<file path="config.mk">
export PLATFORM = sky130hd
export DESIGN_NAME = axi4_stream_pkt_fragmenter_flat
export DESIGN_NICKNAME = d
export VERILOG_FILES = /design/src/rtl/axi4_stream_pkt_fragmenter_if.sv /design/src/rtl/axi4_stream_pkt_fragmenter.sv /design/src/flat_wrapper.sv
export SDC_FILE = /design/constraint.sdc
export NUM_CORES = 1
export LEC_CHECK = 0
export CAP_MARGIN = 20
export CELL_PAD_IN_SITES_DETAIL_PLACEMENT = 1
export CELL_PAD_IN_SITES_GLOBAL_PLACEMENT = 1
export CORE_ASPECT_RATIO = 1.25
export CORE_UTILIZATION = 35
export DETAILED_ROUTE_END_ITERATION = 10
export GPL_TIMING_DRIVEN = 0
export PLACE_DENSITY = 0.69
export SLEW_MARGIN = 20
export SYNTH_ARGS = -nofsm -noshare
export SYNTH_HDL_FRONTEND = slang
export SYNTH_SLANG_ARGS = --single-unit
export TNS_END_PERCENT = 100
</file>
<file path="constraint.sdc">
create_clock -name clk_i -period 7.82 [get_ports clk_i]
set_input_delay 0.782 -clock clk_i [delete_from_list [all_inputs] [get_ports clk_i]]
set_output_delay 0.782 -clock clk_i [all_outputs]
set_load 0.005 [all_outputs]
</file>
<file path="src/rtl/axi4_stream_pkt_fragmenter_if.sv">
// AXI4-Stream bundle shared by the fragmenter input and output.
//   tvalid/tready : beat handshake
//   tdata         : payload, byte lane i in tdata[8*i +: 8]
//   tstrb/tkeep   : per-byte qualifiers
//   tlast         : end of packet (input) or end of fragment (output)
//   tid/tdest     : routing sideband
//   tuser         : user sideband; bit 0 marks a fragment start on the output
interface axi4_stream_if #(
  parameter int unsigned DATA_WIDTH = 32,
  parameter int unsigned ID_WIDTH   = 1,
  parameter int unsigned DEST_WIDTH = 1,
  parameter int unsigned USER_WIDTH = 1
);
  localparam int unsigned KEEP_WIDTH = DATA_WIDTH / 8;

  logic                  tvalid;
  logic                  tready;
  logic [DATA_WIDTH-1:0] tdata;
  logic [KEEP_WIDTH-1:0] tstrb;
  logic [KEEP_WIDTH-1:0] tkeep;
  logic                  tlast;
  logic [ID_WIDTH-1:0]   tid;
  logic [DEST_WIDTH-1:0] tdest;
  logic [USER_WIDTH-1:0] tuser;

  modport master (
    output tvalid, tdata, tstrb, tkeep, tlast, tid, tdest, tuser,
    input  tready
  );

  modport slave (
    input  tvalid, tdata, tstrb, tkeep, tlast, tid, tdest, tuser,
    output tready
  );
endinterface

</file>
<file path="src/rtl/axi4_stream_pkt_fragmenter.sv">
// AXI4-Stream packet fragmenter. Cuts each input packet into fragments of at most S bytes
// (S sampled on the packet's first beat), each fragment realigned to byte lane 0. With
// fragmentation disabled the packet passes through unchanged and counts as one fragment.
//   clk_i           : clock, rising edge
//   rst_n_i         : synchronous active-low reset
//   frag_en_i       : 1 = fragment, 0 = pass-through (sampled per packet)
//   max_frag_size_i : fragment size in bytes; 0 or > MAX_FRAG_SIZE_B means MAX_FRAG_SIZE_B
//   pkt_i           : input packet stream
//   pkt_o           : output fragment stream, tuser[0] = first beat of fragment
//   frag_cnt_o      : number of fragments emitted, wraps at 2^16
module axi4_stream_pkt_fragmenter #(
  parameter int unsigned DATA_WIDTH      = 32,
  parameter int unsigned ID_WIDTH        = 1,
  parameter int unsigned DEST_WIDTH      = 1,
  parameter int unsigned USER_WIDTH      = 1,
  parameter int unsigned MAX_FRAG_SIZE_B = 2048,
  parameter int unsigned FRAG_SIZE_WIDTH = $clog2(MAX_FRAG_SIZE_B)
) (
  input  logic                     clk_i,
  input  logic                     rst_n_i,
  input  logic                     frag_en_i,
  input  logic [FRAG_SIZE_WIDTH:0] max_frag_size_i,
  axi4_stream_if.slave             pkt_i,
  axi4_stream_if.master            pkt_o,
  output logic [15:0]              frag_cnt_o
);

  localparam int unsigned W    = DATA_WIDTH / 8;
  localparam int unsigned LvlW = $clog2(2 * W + 1);
  localparam int unsigned SzW  = FRAG_SIZE_WIDTH + 1;
  localparam int unsigned CntW = (LvlW > SzW) ? LvlW + 1 : SzW + 1;
  localparam logic [SzW-1:0] MaxSize = SzW'(MAX_FRAG_SIZE_B);

  // Two-word byte buffer; byte 0 of buf_q is always the next byte to leave.
  logic [2*DATA_WIDTH-1:0] buf_q, buf_d, buf_shift;
  logic [LvlW-1:0]         lvl_q, lvl_d;
  logic [SzW-1:0]          rem_q, rem_d;     // bytes left in the current fragment
  logic [SzW-1:0]          size_q, size_d;   // effective fragment size of this packet
  logic                    pass_q, pass_d;
  logic                    last_in_buf_q, last_in_buf_d;  // packet tail is in the buffer
  logic                    in_first_q, in_first_d;        // next input beat starts a packet
  logic                    frag_first_q, frag_first_d;    // next output beat starts a fragment
  logic [ID_WIDTH-1:0]     id_q, id_d;
  logic [DEST_WIDTH-1:0]   dest_q, dest_d;
  logic [USER_WIDTH-1:0]   user_q, user_d;
  logic [15:0]             cnt_q, cnt_d;

  logic [CntW-1:0]         lvl_c, rem_c, n_c, lvl_after, in_bytes;
  logic                    out_valid, out_acc, pkt_end, frag_end;
  logic                    in_ready, in_acc, start;
  logic [SzW-1:0]          sz_eff;
  logic [W-1:0]            out_keep;
  logic [DATA_WIDTH-1:0]   out_data;
  logic [USER_WIDTH-1:0]   user_cap;

  always_comb begin
    lvl_c = CntW'(lvl_q);
    rem_c = CntW'(rem_q);

    // Bytes the pending output beat carries: bounded by the bus, the buffer and the fragment.
    n_c = CntW'(W);
    if (lvl_c < n_c) n_c = lvl_c;
    if (!pass_q && rem_c < n_c) n_c = rem_c;

    pkt_end   = last_in_buf_q && (n_c == lvl_c);
    frag_end  = pkt_end || (!pass_q && (n_c == rem_c));
    out_valid = rst_n_i && (lvl_q != '0) &&
                ((lvl_c >= CntW'(W)) || (!pass_q && (lvl_c >= rem_c)) || last_in_buf_q);
    out_acc   = out_valid && pkt_o.tready;
    lvl_after = out_acc ? (lvl_c - n_c) : lvl_c;

    // Once a packet's tail is buffered, the next packet waits for its final output beat.
    in_ready = rst_n_i && (lvl_after <= CntW'(W)) && (!last_in_buf_q || (out_acc && pkt_end));
    in_acc   = in_ready && pkt_i.tvalid;
    start    = in_acc && in_first_q;

    in_bytes = '0;
    for (int i = 0; i < W; i++) begin
      in_bytes = in_bytes + CntW'(pkt_i.tkeep[i]);
    end

    sz_eff = max_frag_size_i;
    if ((sz_eff == '0) || (sz_eff > MaxSize)) sz_eff = MaxSize;

    for (int i = 0; i < W; i++) begin
      out_keep[i]        = (CntW'(i) < n_c);
      out_data[8*i +: 8] = out_keep[i] ? buf_q[8*i +: 8] : 8'h00;
    end

    // Drop the bytes leaving this cycle, then append the new beat right after what remains.
    buf_shift = out_acc ? (buf_q >> {n_c, 3'b000}) : buf_q;
    buf_d     = buf_shift;
    if (in_acc) begin
      for (int i = 0; i < W; i++) begin
        if (pkt_i.tkeep[i] && ((int'(lvl_after) + i) < 2 * W)) begin
          buf_d[(int'(lvl_after) + i) * 8 +: 8] = pkt_i.tdata[8*i +: 8];
        end
      end
    end
    lvl_d = LvlW'(lvl_after + (in_acc ? in_bytes : '0));

    rem_d = rem_q;
    if (start) begin
      rem_d = sz_eff;
    end else if (out_acc) begin
      rem_d = frag_end ? size_q : (rem_q - SzW'(n_c));
    end

    user_cap    = pkt_i.tuser;
    user_cap[0] = 1'b0;

    size_d = start ? sz_eff : size_q;
    pass_d = start ? !frag_en_i : pass_q;
    id_d   = start ? pkt_i.tid : id_q;
    dest_d = start ? pkt_i.tdest : dest_q;
    user_d = start ? user_cap : user_q;

    in_first_d    = in_acc ? pkt_i.tlast : in_first_q;
    last_in_buf_d = (last_in_buf_q && !(out_acc && pkt_end)) || (in_acc && pkt_i.tlast);
    frag_first_d  = out_acc ? frag_end : frag_first_q;
    cnt_d         = cnt_q + 16'(out_acc && frag_end);
  end

  always_ff @(posedge clk_i) begin
    if (!rst_n_i) begin
      buf_q         <= '0;
      lvl_q         <= '0;
      rem_q         <= '0;
      size_q        <= '0;
      pass_q        <= 1'b0;
      last_in_buf_q <= 1'b0;
      in_first_q    <= 1'b1;
      frag_first_q  <= 1'b1;
      id_q          <= '0;
      dest_q        <= '0;
      user_q        <= '0;
      cnt_q         <= '0;
    end else begin
      buf_q         <= buf_d;
      lvl_q         <= lvl_d;
      rem_q         <= rem_d;
      size_q        <= size_d;
      pass_q        <= pass_d;
      last_in_buf_q <= last_in_buf_d;
      in_first_q    <= in_first_d;
      frag_first_q  <= frag_first_d;
      id_q          <= id_d;
      dest_q        <= dest_d;
      user_q        <= user_d;
      cnt_q         <= cnt_d;
    end
  end

  assign pkt_o.tvalid = out_valid;
  assign pkt_o.tdata  = out_data;
  assign pkt_o.tkeep  = out_keep;
  assign pkt_o.tstrb  = out_keep;
  assign pkt_o.tlast  = frag_end;
  assign pkt_o.tid    = id_q;
  assign pkt_o.tdest  = dest_q;
  assign pkt_o.tuser  = user_q | USER_WIDTH'(frag_first_q);
  assign pkt_i.tready = in_ready;
  assign frag_cnt_o   = cnt_q;

endmodule
</file>
<file path="src/flat_wrapper.sv">
// flat-port wrapper written by rule: the top's interface ports become plain ports
module axi4_stream_pkt_fragmenter_flat 
#(
  parameter int unsigned DATA_WIDTH      = 32,
  parameter int unsigned ID_WIDTH        = 1,
  parameter int unsigned DEST_WIDTH      = 1,
  parameter int unsigned USER_WIDTH      = 1,
  parameter int unsigned MAX_FRAG_SIZE_B = 2048,
  parameter int unsigned FRAG_SIZE_WIDTH = $clog2(MAX_FRAG_SIZE_B)
)
  (clk_i, rst_n_i, frag_en_i, max_frag_size_i, frag_cnt_o, pkt_i_tvalid, pkt_i_tdata, pkt_i_tstrb, pkt_i_tkeep, pkt_i_tlast, pkt_i_tid, pkt_i_tdest, pkt_i_tuser, pkt_i_tready, pkt_o_tvalid, pkt_o_tdata, pkt_o_tstrb, pkt_o_tkeep, pkt_o_tlast, pkt_o_tid, pkt_o_tdest, pkt_o_tuser, pkt_o_tready);
  axi4_stream_if #(.DATA_WIDTH(DATA_WIDTH), .ID_WIDTH(ID_WIDTH), .DEST_WIDTH(DEST_WIDTH), .USER_WIDTH(USER_WIDTH)) pkt_i_i ();
  axi4_stream_if #(.DATA_WIDTH(DATA_WIDTH), .ID_WIDTH(ID_WIDTH), .DEST_WIDTH(DEST_WIDTH), .USER_WIDTH(USER_WIDTH)) pkt_o_i ();
  input  logic clk_i;
  input  logic rst_n_i;
  input  logic frag_en_i;
  input  logic [FRAG_SIZE_WIDTH:0] max_frag_size_i;
  output logic [15:0] frag_cnt_o;
  input wire logic [$bits(pkt_i_i.tvalid)-1:0] pkt_i_tvalid;
  input wire logic [$bits(pkt_i_i.tdata)-1:0] pkt_i_tdata;
  input wire logic [$bits(pkt_i_i.tstrb)-1:0] pkt_i_tstrb;
  input wire logic [$bits(pkt_i_i.tkeep)-1:0] pkt_i_tkeep;
  input wire logic [$bits(pkt_i_i.tlast)-1:0] pkt_i_tlast;
  input wire logic [$bits(pkt_i_i.tid)-1:0] pkt_i_tid;
  input wire logic [$bits(pkt_i_i.tdest)-1:0] pkt_i_tdest;
  input wire logic [$bits(pkt_i_i.tuser)-1:0] pkt_i_tuser;
  output wire logic [$bits(pkt_i_i.tready)-1:0] pkt_i_tready;
  output wire logic [$bits(pkt_o_i.tvalid)-1:0] pkt_o_tvalid;
  output wire logic [$bits(pkt_o_i.tdata)-1:0] pkt_o_tdata;
  output wire logic [$bits(pkt_o_i.tstrb)-1:0] pkt_o_tstrb;
  output wire logic [$bits(pkt_o_i.tkeep)-1:0] pkt_o_tkeep;
  output wire logic [$bits(pkt_o_i.tlast)-1:0] pkt_o_tlast;
  output wire logic [$bits(pkt_o_i.tid)-1:0] pkt_o_tid;
  output wire logic [$bits(pkt_o_i.tdest)-1:0] pkt_o_tdest;
  output wire logic [$bits(pkt_o_i.tuser)-1:0] pkt_o_tuser;
  input wire logic [$bits(pkt_o_i.tready)-1:0] pkt_o_tready;
  assign pkt_i_i.tvalid = pkt_i_tvalid;
  assign pkt_i_i.tdata = pkt_i_tdata;
  assign pkt_i_i.tstrb = pkt_i_tstrb;
  assign pkt_i_i.tkeep = pkt_i_tkeep;
  assign pkt_i_i.tlast = pkt_i_tlast;
  assign pkt_i_i.tid = pkt_i_tid;
  assign pkt_i_i.tdest = pkt_i_tdest;
  assign pkt_i_i.tuser = pkt_i_tuser;
  assign pkt_i_tready = pkt_i_i.tready;
  assign pkt_o_tvalid = pkt_o_i.tvalid;
  assign pkt_o_tdata = pkt_o_i.tdata;
  assign pkt_o_tstrb = pkt_o_i.tstrb;
  assign pkt_o_tkeep = pkt_o_i.tkeep;
  assign pkt_o_tlast = pkt_o_i.tlast;
  assign pkt_o_tid = pkt_o_i.tid;
  assign pkt_o_tdest = pkt_o_i.tdest;
  assign pkt_o_tuser = pkt_o_i.tuser;
  assign pkt_o_i.tready = pkt_o_tready;
  axi4_stream_pkt_fragmenter #(.DATA_WIDTH(DATA_WIDTH), .ID_WIDTH(ID_WIDTH), .DEST_WIDTH(DEST_WIDTH), .USER_WIDTH(USER_WIDTH), .MAX_FRAG_SIZE_B(MAX_FRAG_SIZE_B), .FRAG_SIZE_WIDTH(FRAG_SIZE_WIDTH)) u_core (.clk_i(clk_i), .rst_n_i(rst_n_i), .frag_en_i(frag_en_i), .max_frag_size_i(max_frag_size_i), .pkt_i(pkt_i_i), .pkt_o(pkt_o_i), .frag_cnt_o(frag_cnt_o));
endmodule
</file>
==> metrics.csv <==
metric,value,unit
status,"finished, final reports clean",
drcViolationCount,0,
crit_arrival,7.96,ns
clock_sinks,114,
place_inst,2259,
power_frac_seq,17.6,%
portBuffers,116,
clock_tree.root_cell,clkbuf_16,
dr.first_iter.drc_count,1297,
crit_family,compound AO/OA/AOI/OAI gates,
switchingPower,2.43,mW
avgRoutedWirePerCell,31.4,µm
die_x,170,µm
drt-total-wl,73600,µm
final_net_count,1962,
first_global_vias,15600,
clock_path_buffers,2,
max_stage_delay,0.62,ns
met3_usage,6.03,%
grt_util_met2,66.6,%
antenna_found_initial,2,
clk_pin_slew,0.08,ns
slew_violations,0,
grt_pass1_wl,106000,µm
maxCapViolations,0,
mostFrequentLayoutCells,"nand2_1 (209), a21oi_1 (138), clkdlybuf4s50_1 (116)",
cpMostUsedCell,clkbuf_4,
ir_worst_vdd,160,µV
finClkSkew,0.0191,ns
worst_pin_slew,1.11,ns
cp.required,8.13,ns
hold_class,register to register,
final_common_cell,nand2_1,
hpwl,56700,µm
gp_congestion,1.03,
finalHoldViolCount,0,
rows,76,
cp_num_buf_inv,8,
clkLatencyLatePin,0.46,ns
synth-edff-count,0,
top_usage_layer,met2,
area_delta_synth_final,28.4,%
grtUsageMet1,46.2,%
ios,123,
final_cell_count_no_fill,2345,
setup_viol,0,
cellLeakagePower,5.84,nW
yosysSeqAreaShare,18.4,%
die_area,36100,µm²
ys_types,99,
final_util,45.9,%
cts_tree,built,
cp-start-kind,register,
worst-path-max-fanout,10,
detail-route-antenna-nets,0,
synth_seq_cells,114,
power_frac_comb,64.8,%
vias_per_cell,6.63,
start_util,35.7,%
finalCriticalPeriod,7.65,ns
power_density,285,nW/µm²
slew_headroom,25.6,%
synthFlopType,dfxtp_1,
overflow,0,
post-route-period-util,97.9,%
core-area,34600,µm²
async_flop_share,0,%
cts_hold_buffers,0,
crit_path_end_kind,register,
p_int,2.10,mW
drive_gt1_share,16.0,%
yosys_warnings,0,
vias,15500,
numCtsBuffers,17,
critPathKind,register to register,
setup_ws,0.165,ns
die_h,212,µm
htree_num_levels,4,
syn_area_per_cell,7.40,µm²
synthCells,1671,
first_pass_iters,5,
synthesis.nets,1770,
grt.total_usage,40.7,%
clkPwrFrac,17.6,%
timing.fmax,131,MHz
cp_slowest_cell,and3_1,
grt_max_degree,22,
swShare,53.6,%
dp_worst_setup_slack,-3.73,ns
syn_area,12400,µm²
[final timing paths]
path                                         from                 to  slack [ns]  depth (start not counted)
worst max-delay path              u_core.rem_q[1]   u_core.buf_q[37]        0.17                         27
worst min-delay path            u_core.size_q[11]  u_core.size_q[11]        0.46                          2
worst max register to register    u_core.rem_q[1]   u_core.buf_q[37]        0.17                         27
worst min register to register  u_core.size_q[11]  u_core.size_q[11]        0.46                          2
[worst register-to-register path, cell delays in order, from the launching register on]
cell and delay, ns:
dfxtp_1 0.36, clkbuf_4 0.27, clkinv_4 0.17, ha_1 0.24, nor3_1 0.22, o21a_1 0.27
o31ai_4 0.12, buf_4 0.26, nand2_4 0.22, clkbuf_4 0.31, clkbuf_4 0.32, buf_4 0.30
clkbuf_2 0.34, nand2_1 0.18, nand2_4 0.14, clkinvlp_4 0.14, ha_1 0.33, nor2b_1 0.23
nand2_1 0.08, mux2i_1 0.12, a311oi_4 0.60, a21oi_1 0.09, a22oi_1 0.32, and3_1 0.62
a211oi_2 0.27, nor3_4 0.26, nor2_2 0.20, a211oi_4 0.52
[registers in the layout (all words and copies together) (netlist names)]
signal                flops
u_core.pkt_o.tdest        1
u_core.frag_cnt_o        16
u_core.pass_q             1
u_core.lvl_q              4
u_core.pkt_o.tid          1
u_core.frag_first_q       1
u_core.last_in_buf_q      1
u_core.in_first_q         1
u_core.rem_q             12
u_core.size_q            12
u_core.buf_q             64
[stage by stage]
stage | cell area (µm²) | setup TNS [ns] | hold WS [ns] | total power [mW]
2_1_floorplan | 12400 | 0 | 0.429 | 2.37
3_5_place_dp | 14200 | -214.96 | 0.450 | 3.42
3_3_place_gp | 14100 | -209.49 | 0.441 | 3.38
5_1_grt | 15900 | -0.114 | 0.485 | 4.70
4_1_cts | 15400 | 0 | 0.460 | 4.33
6_report | 15900 | 0 | 0.460 | 4.53
[power by group through the flow]
| stage | Clock, mW | Sequential (mW) | Combinational, mW |
|---|---|---|---|
| final | 0.799 | 0.798 | 2.94 |
| after global routing | 0.819 | 0.796 | 3.09 |
| after global placement | 0 | 0.802 | 2.58 |
| after CTS | 0.798 | 0.788 | 2.75 |
| after detailed placement | 0 | 0.801 | 2.62 |
| after floorplan | 0 | 0.717 | 1.65 |
[layer usage]
metal  part of all wire, %  vias up
met5                 0.012        -
met4                    10        2
met3                   6.3      276
met2                    46      766
met1                    38     7750
li1                      -     6748
[repair_timing]
item	in CTS	in global routing
pin swaps	18	21
setup endpoints to repair	110	67
resized for setup	103	54
setup buffers	27	33
cloned	0	0
[synth_stat cells (13+ instances only)]
cell type,n,area (µm²)
xnor2_1,16,140
o31ai_1,18,135
o221ai_1,14,123
a21o_1,16,120
and2_1,50,313
o21ai_0,101,505
nor2_1,97,364
a21oi_1,140,701
nor4_1,18,113
a211oi_1,56,420
a31oi_1,19,119
dfxtp_1,114,2280
inv_1,33,124
a221oi_1,18,158
a32oi_1,17,149
buf_2,23,115
ha_1,34,425
a22oi_1,37,278
mux2_2,30,338
nand4_1,18,113
clkbuf_1,93,349
nand2_1,211,792
nor2b_1,24,150
o211ai_1,16,120
a211o_1,13,114
and3_1,15,93.8
mux2i_1,100,1000
xor2_1,16,140
nand3_1,69,345
nor3_1,26,130
[cell type report]
cell class | count | area [µm²]
clock inverters | 15 | 136
plain buffers | 130 | 711
clock buffers | 17 | 425
multi-input cells | 1381 | 9830
repair buffers | 180 | 1730
inverters | 39 | 181
diodes | 1 | 2.50
fillers | 4297 | 18700
well taps | 468 | 586
flip-flops and latches | 114 | 2290
[cell families (layout without fill, tap and decap cells)]
group | count (synthesis) | after routing | synth area share [%]
compound gates | 576 | 576 | 32.9
simple gates | 596 | 596 | 24.5
mux | 138 | 138 | 11.8
other cells | 1 | 2 | 0.0303
flops | 114 | 114 | 18.4
buf+inv | 176 | 381 | 6.00
xor+xnor | 32 | 32 | 2.27
fa+ha+maj | 38 | 38 | 4.09
No activity file was read; power rests on OpenSTA's default activity.
